`config.mk`:
```
export PLATFORM = sky130hd
export DESIGN_NAME = multicycle_controller
export DESIGN_NICKNAME = d
export VERILOG_FILES = /design/src/rtl/multicycle_controller.sv
export SDC_FILE = /design/constraint.sdc
export NUM_CORES = 1
export LEC_CHECK = 0
export BUFFER_PORTS_ARGS = -buffer_cell sky130_fd_sc_hd__buf_2
export CAP_MARGIN = 20
export CORE_AREA = 2 2 39 41
export CTS_BUF_LIST = sky130_fd_sc_hd__clkbuf_8
export CTS_CLUSTER_DIAMETER = 120
export CTS_CLUSTER_SIZE = 20
export DETAILED_ROUTE_END_ITERATION = 7
export DIE_AREA = 0 0 41 43
export MAX_ROUTING_LAYER = met4
export PLACE_DENSITY_LB_ADDON = 0.1
export SYNTH_ARGS = -nofsm -noshare
export SYNTH_HDL_FRONTEND = slang
export SYNTH_SLANG_ARGS = --single-unit
```
`constraint.sdc`:
```
create_clock -name clk -period 2.6 [get_ports clk]
set_clock_uncertainty 0.2 [all_clocks]
set_input_delay 0.26 -clock clk [delete_from_list [all_inputs] [get_ports clk]]
set_output_delay 0.26 -clock clk [all_outputs]
set_load 0.03 [all_outputs]
```
`src/rtl/multicycle_controller.sv`:
```
`default_nettype none
// ============================================================================
// Module      : multicycle_controller
// Description : Control FSM for a multicycle RV32I datapath. Each instruction
//               is sequenced through fetch, decode, execute, memory and
//               writeback over 3-5 cycles. The FSM stalls on a memory-ready
//               handshake and also decodes the ALU control.
// Ports       : clk, rst (async, active-high)
//               op, funct3, funct7b5 : fields from the instruction register
//               zero                 : ALU zero flag (branch resolution)
//               mem_ready            : memory completed read/write this cycle
//               PCWrite, AdrSrc, MemWrite, IRWrite, RegWrite : enables/selects
//               ResultSrc, ALUSrcA, ALUSrcB, ImmSrc, ALUControl : mux selects
//               instr_retired, illegal_op : one-cycle status pulses
// Revision    : 1.0 - initial release
// ============================================================================
module multicycle_controller (
   input  logic       clk,
   input  logic       rst,
   input  logic [6:0] op,
   input  logic [2:0] funct3,
   input  logic       funct7b5,
   input  logic       zero,
   input  logic       mem_ready,
   output logic       PCWrite,
   output logic       AdrSrc,
   output logic       MemWrite,
   output logic       IRWrite,
   output logic       RegWrite,
   output logic [1:0] ResultSrc,
   output logic [1:0] ALUSrcA,
   output logic [1:0] ALUSrcB,
   output logic [1:0] ImmSrc,
   output logic [2:0] ALUControl,
   output logic       instr_retired,
   output logic       illegal_op
);

   localparam logic [6:0] c_op_lw   = 7'b0000011;
   localparam logic [6:0] c_op_sw   = 7'b0100011;
   localparam logic [6:0] c_op_r    = 7'b0110011;
   localparam logic [6:0] c_op_i    = 7'b0010011;
   localparam logic [6:0] c_op_beq  = 7'b1100011;
   localparam logic [6:0] c_op_jal  = 7'b1101111;

   localparam logic [2:0] c_alu_add = 3'b000;
   localparam logic [2:0] c_alu_sub = 3'b001;
   localparam logic [2:0] c_alu_and = 3'b010;
   localparam logic [2:0] c_alu_or  = 3'b011;
   localparam logic [2:0] c_alu_slt = 3'b101;

   typedef enum logic [3:0] {
      S_FETCH    = 4'd0,
      S_DECODE   = 4'd1,
      S_MEMADR   = 4'd2,
      S_MEMREAD  = 4'd3,
      S_MEMWB    = 4'd4,
      S_MEMWRITE = 4'd5,
      S_EXECUTER = 4'd6,
      S_EXECUTEI = 4'd7,
      S_JAL      = 4'd8,
      S_ALUWB    = 4'd9,
      S_BEQ      = 4'd10
   } state_t;

   state_t     state_q, state_d;

   logic       pc_update, branch;
   logic [1:0] alu_op;
   logic       adr_src, mem_write, ir_write, reg_write, retired, illegal;

   always_ff @(posedge clk or posedge rst) begin
      if (rst) state_q <= S_FETCH;
      else     state_q <= state_d;
   end

   // Next state and Moore outputs. Outputs not set by a state stay at the
   // defaults; unused state codes fall through to default and recover.
   always_comb begin
      state_d   = S_FETCH;
      pc_update = 1'b0;
      branch    = 1'b0;
      alu_op    = 2'b00;
      adr_src   = 1'b0;
      mem_write = 1'b0;
      ir_write  = 1'b0;
      reg_write = 1'b0;
      retired   = 1'b0;
      illegal   = 1'b0;
      ResultSrc = 2'b00;
      ALUSrcA   = 2'b00;
      ALUSrcB   = 2'b00;
      case (state_q)
         S_FETCH: begin
            ir_write  = mem_ready;
            pc_update = mem_ready;
            ALUSrcB   = 2'b10;
            ResultSrc = 2'b10;
            state_d   = mem_ready ? S_DECODE : S_FETCH;
         end
         S_DECODE: begin
            // PC-relative branch/jump target is precomputed here
            ALUSrcA = 2'b01;
            ALUSrcB = 2'b01;
            case (op)
               c_op_lw, c_op_sw: state_d = S_MEMADR;
               c_op_r:           state_d = S_EXECUTER;
               c_op_i:           state_d = S_EXECUTEI;
               c_op_beq:         state_d = S_BEQ;
               c_op_jal:         state_d = S_JAL;
               default: begin
                  illegal = 1'b1;
                  state_d = S_FETCH;
               end
            endcase
         end
         S_MEMADR: begin
            ALUSrcA = 2'b10;
            ALUSrcB = 2'b01;
            state_d = (op == c_op_lw) ? S_MEMREAD : S_MEMWRITE;
         end
         S_MEMREAD: begin
            adr_src = 1'b1;
            state_d = mem_ready ? S_MEMWB : S_MEMREAD;
         end
         S_MEMWB: begin
            ResultSrc = 2'b01;
            reg_write = 1'b1;
            retired   = 1'b1;
            state_d   = S_FETCH;
         end
         S_MEMWRITE: begin
            // Request held steady until the memory accepts it
            adr_src   = 1'b1;
            mem_write = 1'b1;
            retired   = mem_ready;
            state_d   = mem_ready ? S_FETCH : S_MEMWRITE;
         end
         S_EXECUTER: begin
            ALUSrcA = 2'b10;
            alu_op  = 2'b10;
            state_d = S_ALUWB;
         end
         S_EXECUTEI: begin
            ALUSrcA = 2'b10;
            ALUSrcB = 2'b01;
            alu_op  = 2'b10;
            state_d = S_ALUWB;
         end
         S_JAL: begin
            ALUSrcA   = 2'b01;
            ALUSrcB   = 2'b10;
            pc_update = 1'b1;
            state_d   = S_ALUWB;
         end
         S_ALUWB: begin
            reg_write = 1'b1;
            retired   = 1'b1;
            state_d   = S_FETCH;
         end
         S_BEQ: begin
            ALUSrcA = 2'b10;
            alu_op  = 2'b01;
            branch  = 1'b1;
            retired = 1'b1;
            state_d = S_FETCH;
         end
         default: state_d = S_FETCH;
      endcase
   end

   // Enables are masked while reset is held so that an asynchronous reset
   // aborts the instruction without any further writes.
   assign PCWrite       = ~rst & (pc_update | (branch & zero));
   assign AdrSrc        = adr_src;
   assign MemWrite      = ~rst & mem_write;
   assign IRWrite       = ~rst & ir_write;
   assign RegWrite      = ~rst & reg_write;
   assign instr_retired = ~rst & retired;
   assign illegal_op    = ~rst & illegal;

   always_comb begin
      case (op)
         c_op_sw:  ImmSrc = 2'b01;
         c_op_beq: ImmSrc = 2'b10;
         c_op_jal: ImmSrc = 2'b11;
         default:  ImmSrc = 2'b00;
      endcase
   end

   // ALU decode; op[5] separates R-type from I-ALU so addi never subtracts
   always_comb begin
      ALUControl = c_alu_add;
      case (alu_op)
         2'b01: ALUControl = c_alu_sub;
         2'b10: begin
            case (funct3)
               3'b000:  ALUControl = (funct7b5 & op[5]) ? c_alu_sub : c_alu_add;
               3'b010:  ALUControl = c_alu_slt;
               3'b110:  ALUControl = c_alu_or;
               3'b111:  ALUControl = c_alu_and;
               default: ALUControl = c_alu_add;
            endcase
         end
         default: ALUControl = c_alu_add;
      endcase
   end

endmodule
`default_nettype wire

```
Word level (Yosys, flattened, before mapping)
Cells that the tools add are included.
W data, S select, Z words.
{"block": "word_totals", "input_bits": 15, "word_cells": 68, "out_inout_bits": 18, "register_bits": 4}
{"block": "classes", "n_eq_ne": 21, "muxes": 23, "n_bitwise": 10, "reduce_logical": 13}
{"cell": "$pmux W4 S6", "count": 1}
{"cell": "$pmux W4 S5", "count": 1}
{"cell": "$eq A4 B3 Y1 const B", "count": 4}
{"cell": "$pmux W2 S2", "count": 4}
{"cell": "$eq A7 B6 Y1 const B", "count": 2}
{"cell": "$eq A7 B7 Y1 const B", "count": 2}
{"cell": "$eq A4 B4 Y1 const B", "count": 3}
{"cell": "$pmux W3 S4", "count": 1}
{"cell": "$reduce_or A2 Y1", "count": 6}
{"cell": "$mux W1", "count": 9}
{"cell": "$mux W3", "count": 3}
{"cell": "$reduce_or A3 Y1", "count": 3}
{"cell": "$and A1 B1 Y1", "count": 8}
{"cell": "$eq A4 B2 Y1 const B", "count": 2}
{"cell": "$eq A7 B2 Y1 const B", "count": 1}
{"cell": "$eq A7 B5 Y1 const B", "count": 1}
{"cell": "$eq A3 B3 Y1 const B", "count": 2}
{"cell": "$pmux W2 S3", "count": 1}
{"cell": "$pmux W3 S2", "count": 1}
{"cell": "$reduce_or A6 Y1", "count": 1}
{"cell": "$eq A4 B1 Y1 const B", "count": 1}
{"cell": "$logic_not A4 Y1", "count": 1}
{"cell": "$pmux W1 S2", "count": 2}
{"cell": "$reduce_or A4 Y1", "count": 1}
{"cell": "6 further kinds", "count": 6}

Longest topological paths before layout
{"block": "depth", "depth_word": 5, "depth_mapped": 7, "mapped_depth_nobuf": 6}

Worst setup path before layout
Ideal clock, no wire load.
{"block": "synth_path", "path_type": "flip-flop to output port", "startpoint": "register state_q[0]", "endpoint": "output port IRWrite", "required_ns": 2.140, "arrival_ns": 2.092, "stages_incl_launch_ff": 4, "n_path_buf": 1, "slack_ns": 0.048, "path_cell_list": "dfrtp_1 -> clkbuf_1 -> nor4_1 -> and3_1"}
{"block": "synth_via", "elab_chain_cells": 3}
{"item": "start: declaration", "line_no": "66", "source": "state_t state_q, state_d;"}
{"item": "start signal: assignment", "line_no": "74", "source": "else state_q <= state_d;"}
{"item": "$logic_not A4 Y1", "line_no": "93", "source": "case (state_q)"}
{"item": "$mux W1", "line_no": "93"}
{"item": "$and A1 B1 Y1", "line_no": "177", "source": "assign IRWrite = ~rst & ir_write;"}
{"item": "end: declaration", "line_no": "28", "source": "output logic IRWrite,"}
Every way passes these cells.

Final worst setup path
{"block": "layout_path", "startpoint": "register state_q[3]", "endpoint": "output port ALUControl[1]"}
{"block": "layout_via", "elab_chain_cells": 5, "word_cells_on_any_way": 8, "classes_between": "eq/ne (5); mux (2); reduce/logical (1)"}
{"item": "$eq A4 B3 Y1", "line_no": "93"}
{"item": "$reduce_or A2 Y1 (no source line)"}
{"item": "$pmux W2 S2 *", "line_no": "93"}
{"item": "$eq A2 B2 Y1 or $eq A2 B1 Y1 (tied branches)", "line_no": "194", "source": "case (alu_op)"}
{"item": "$pmux W3 S2 *", "line_no": "194"}
{"item": "end: declaration", "line_no": "34", "source": "output logic [2:0] ALUControl,"}
Every way passes the cells marked *; elsewhere a longest branch is shown, timed or not.

==> out/results.ini <==
[placed_design]
place_ws_ns=0.4683
place_congestion=0.7735
dpl.hpwl_mm=1.214
numPortBuffers=32
dp_cells=140

[pwr]
intPower_uw=212.8
p_clk_share_pct=38.1
finalPower_uw=334.0
power.density_mw_per_mm2=392.6
power.share.sequential_pct=22.8
switching_share_pct=36.30
cellLeakagePower_uw=0.0004274
comb_power_share_pct=39.1
peakVddDrop_mv=0.2440
p_sw_uw=121.3

[clock_tree]
postCtsResizedCells=0
clk_pin_slew_ns=0.03
cts_buffer_depth=2
root_buffer=clkbuf_8
cts_made_buffers=3
cts_sinks=4
cts_tree=yes
insertion_delay_ns=0.21
htreeDepth=1

[logic_synthesis]
ys_seq_area_share_pct=16.26
async_flop_share_pct=100.0
syn_avg_cell_area_um2=6.549
synth_area_um2=615.6
synth_edf_count=0
synth.most_common_cell=nor2_1
synth_common_cells=nor2_1, nand2_1, nor2b_1, nor3_1
ys.flop_type=dfrtp_1
synth_area_leader_cell=dfrtp_1
yosys_register_bits=4
yosysUniqueCellTypes=32
synth_cells=94
ys_warn_count=0
synth_area_leaders=dfrtp_1, nor2b_1, nor3_1
syn_nets=111
synth_top_cell_area_share_pct=16.26

[critical_path]
r2r-end=state_q[1]$_DFF_PP0_
critPathCaptureType=output pin
crit_path_start_kind=flip-flop
worst-path-max-fanout=16
crit_cells=6
cp_top_family=simple AND/OR/NAND/NOR gates
arrival_ns=1.93
endpoint=ALUControl[1]
r2r_start=state_q[3]$_DFF_PP0_
worstSetupPathType=flip-flop to output pin
crit_chain=nor2b_1 -> nand2_1 -> inv_1 -> ha_1 -> nor3_1 -> buf_2
cp_num_buf_inv=2
reg2reg_slack_ns=0.87
cpPeakStageDelay_ns=0.53
reg2regPathDepth=4
critPathSlowestCell=dfrtp_1
crit_start=state_q[3]$_DFF_PP0_
cp_data_required_time_ns=2.14

[die]
die_y_um=43
dieArea_mm2=0.001763
initial_core_util_pct=44.48
num_rows=14
core_mm2=0.001384
die_w_um=41
io_pins=33

[timing]
fin_tns_setup_ns=0
fmax_mhz=418.8
worst_slew_pin_slew_ns=0.4574
hold_viol=0
finalCriticalPeriod_ns=2.388
min_period_over_period_pct=91.84
grt_setup_unrepaired=no
relSlewSlack_pct=69.51
drv_slew=0
setup_viol=0
fin_ws_ns=0.2123

[cells_and_area]
n_antenna_cell=0
multi_input_area_um2=474.2
largest_reg_flops=4
register_area_um2=100.1
top_regs=state_q x4
area_delta_synth_final_pct=38.21
drive_gt1_share_pct=31.25
final_nets=147
final_cells=144
fillers=142
regMostFlops=state_q

[grt]
grt_pass1_vias=675
antenna_found_initial=0
grt_usage_pct=23.37
grt-ovfl-total=0
grt_pass1_wl_mm=2.808
grt_max_degree=17

[run]
drv_cap=0

[detailed_routing]
drt_iter0_drc=3
drt_wl_total_mm=1.629
avgViaCountPerCell=5.444
wl_per_cell_um=11.31
num_vias=784
ant_nets=0
firstDrtPassIters=4
drc=0

[run_status]
status=finished clean

[min_path]
hold_class=primary input to flip-flop

[worst min-delay path: stages]
cell and delay, ns:
buf_2 0.12, nand2_1 0.06, o2111ai_1 0.08
[stage by stage]
stage	instance area (um2)	utilization (%)	hold WS, ns
floorplan	615.6	-	-0.1551
global placement	799.5	57.78	0.01975
detailed placement	799.5	57.78	0.02312
CTS	850.8	61.48	0.1578
global route	850.8	61.48	0.1859
finish	850.8	61.48	0.1517
[final cells by class]
type	instances	area share [%]
Sequential cell	4	11.76
Multi-Input combinational cell	79	55.74
Inverter	6	2.647
Timing Repair Buffer	36	22.65
Tap cell	16	2.353
Clock buffer	3	4.853
[how the worst min path moves through the flow]
stage	start	endpoint	cells after the start
detailed placement	rst	state_q[3]$_DFF_PP0_	2
CTS	op[4]	state_q[2]$_DFF_PP0_	3
floorplan	rst	state_q[0]$_DFF_PP0_	1
global placement	rst	state_q[3]$_DFF_PP0_	2
finish	op[4]	state_q[2]$_DFF_PP0_	3
global route	op[4]	state_q[2]$_DFF_PP0_	3
[kinds of logic (layout without fill, tap and decap cells)]
family	after synthesis	count (layout)	synth area share, %
flops	4	4	16.26
buf+inv	11	45	6.707
fa+ha+maj	2	2	4.064
xor+xnor	1	1	1.423
mux	2	2	3.252
simple gates	52	52	44.72
compound gates	22	22	23.58
[per-layer routing]
layer  vias up  part of all wire, %  GRT usage (%)
met3         0                  5.9          6.283
met4         0                    0          8.000
li1        407                    -              -
met5         -                    0              -
met2        31                   47          34.06
met1       346                   47          30.39
[power groups by stage]
| stage | Combinational, uW | Sequential [uW] | Clock, uW |
|---|---|---|---|
| 6_report | 131 | 76.2 | 127 |
| 5_1_grt | 143 | 77.8 | 141 |
| 4_1_cts | 130 | 76.1 | 131 |
| 3_5_place_dp | 128 | 76.7 | 0 |
| 3_3_place_gp | 127 | 76.8 | 0 |
| 2_1_floorplan | 90.9 | 69.5 | 0 |
[timing repair]
item                      CTS  global route
buffers inserted            0             0
hold endpoints to repair    4             0
hold buffers                1             0
[placed cells by master, fill, tap and decap left out, types with 3 or more instances in the layout]
master,synthesis,layout
nor3_1,8,8
nor2_1,10,10
o21ai_0,6,6
nor2b_1,8,8
nand2b_1,4,4
nand2_1,8,8
dfrtp_1,4,4
nand3_1,4,4
inv_1,6,6
a21oi_1,5,5
buf_4,0,3
buf_2,0,32
clkbuf_8,0,3
Note: power is estimated with default switching activity, not from simulation.
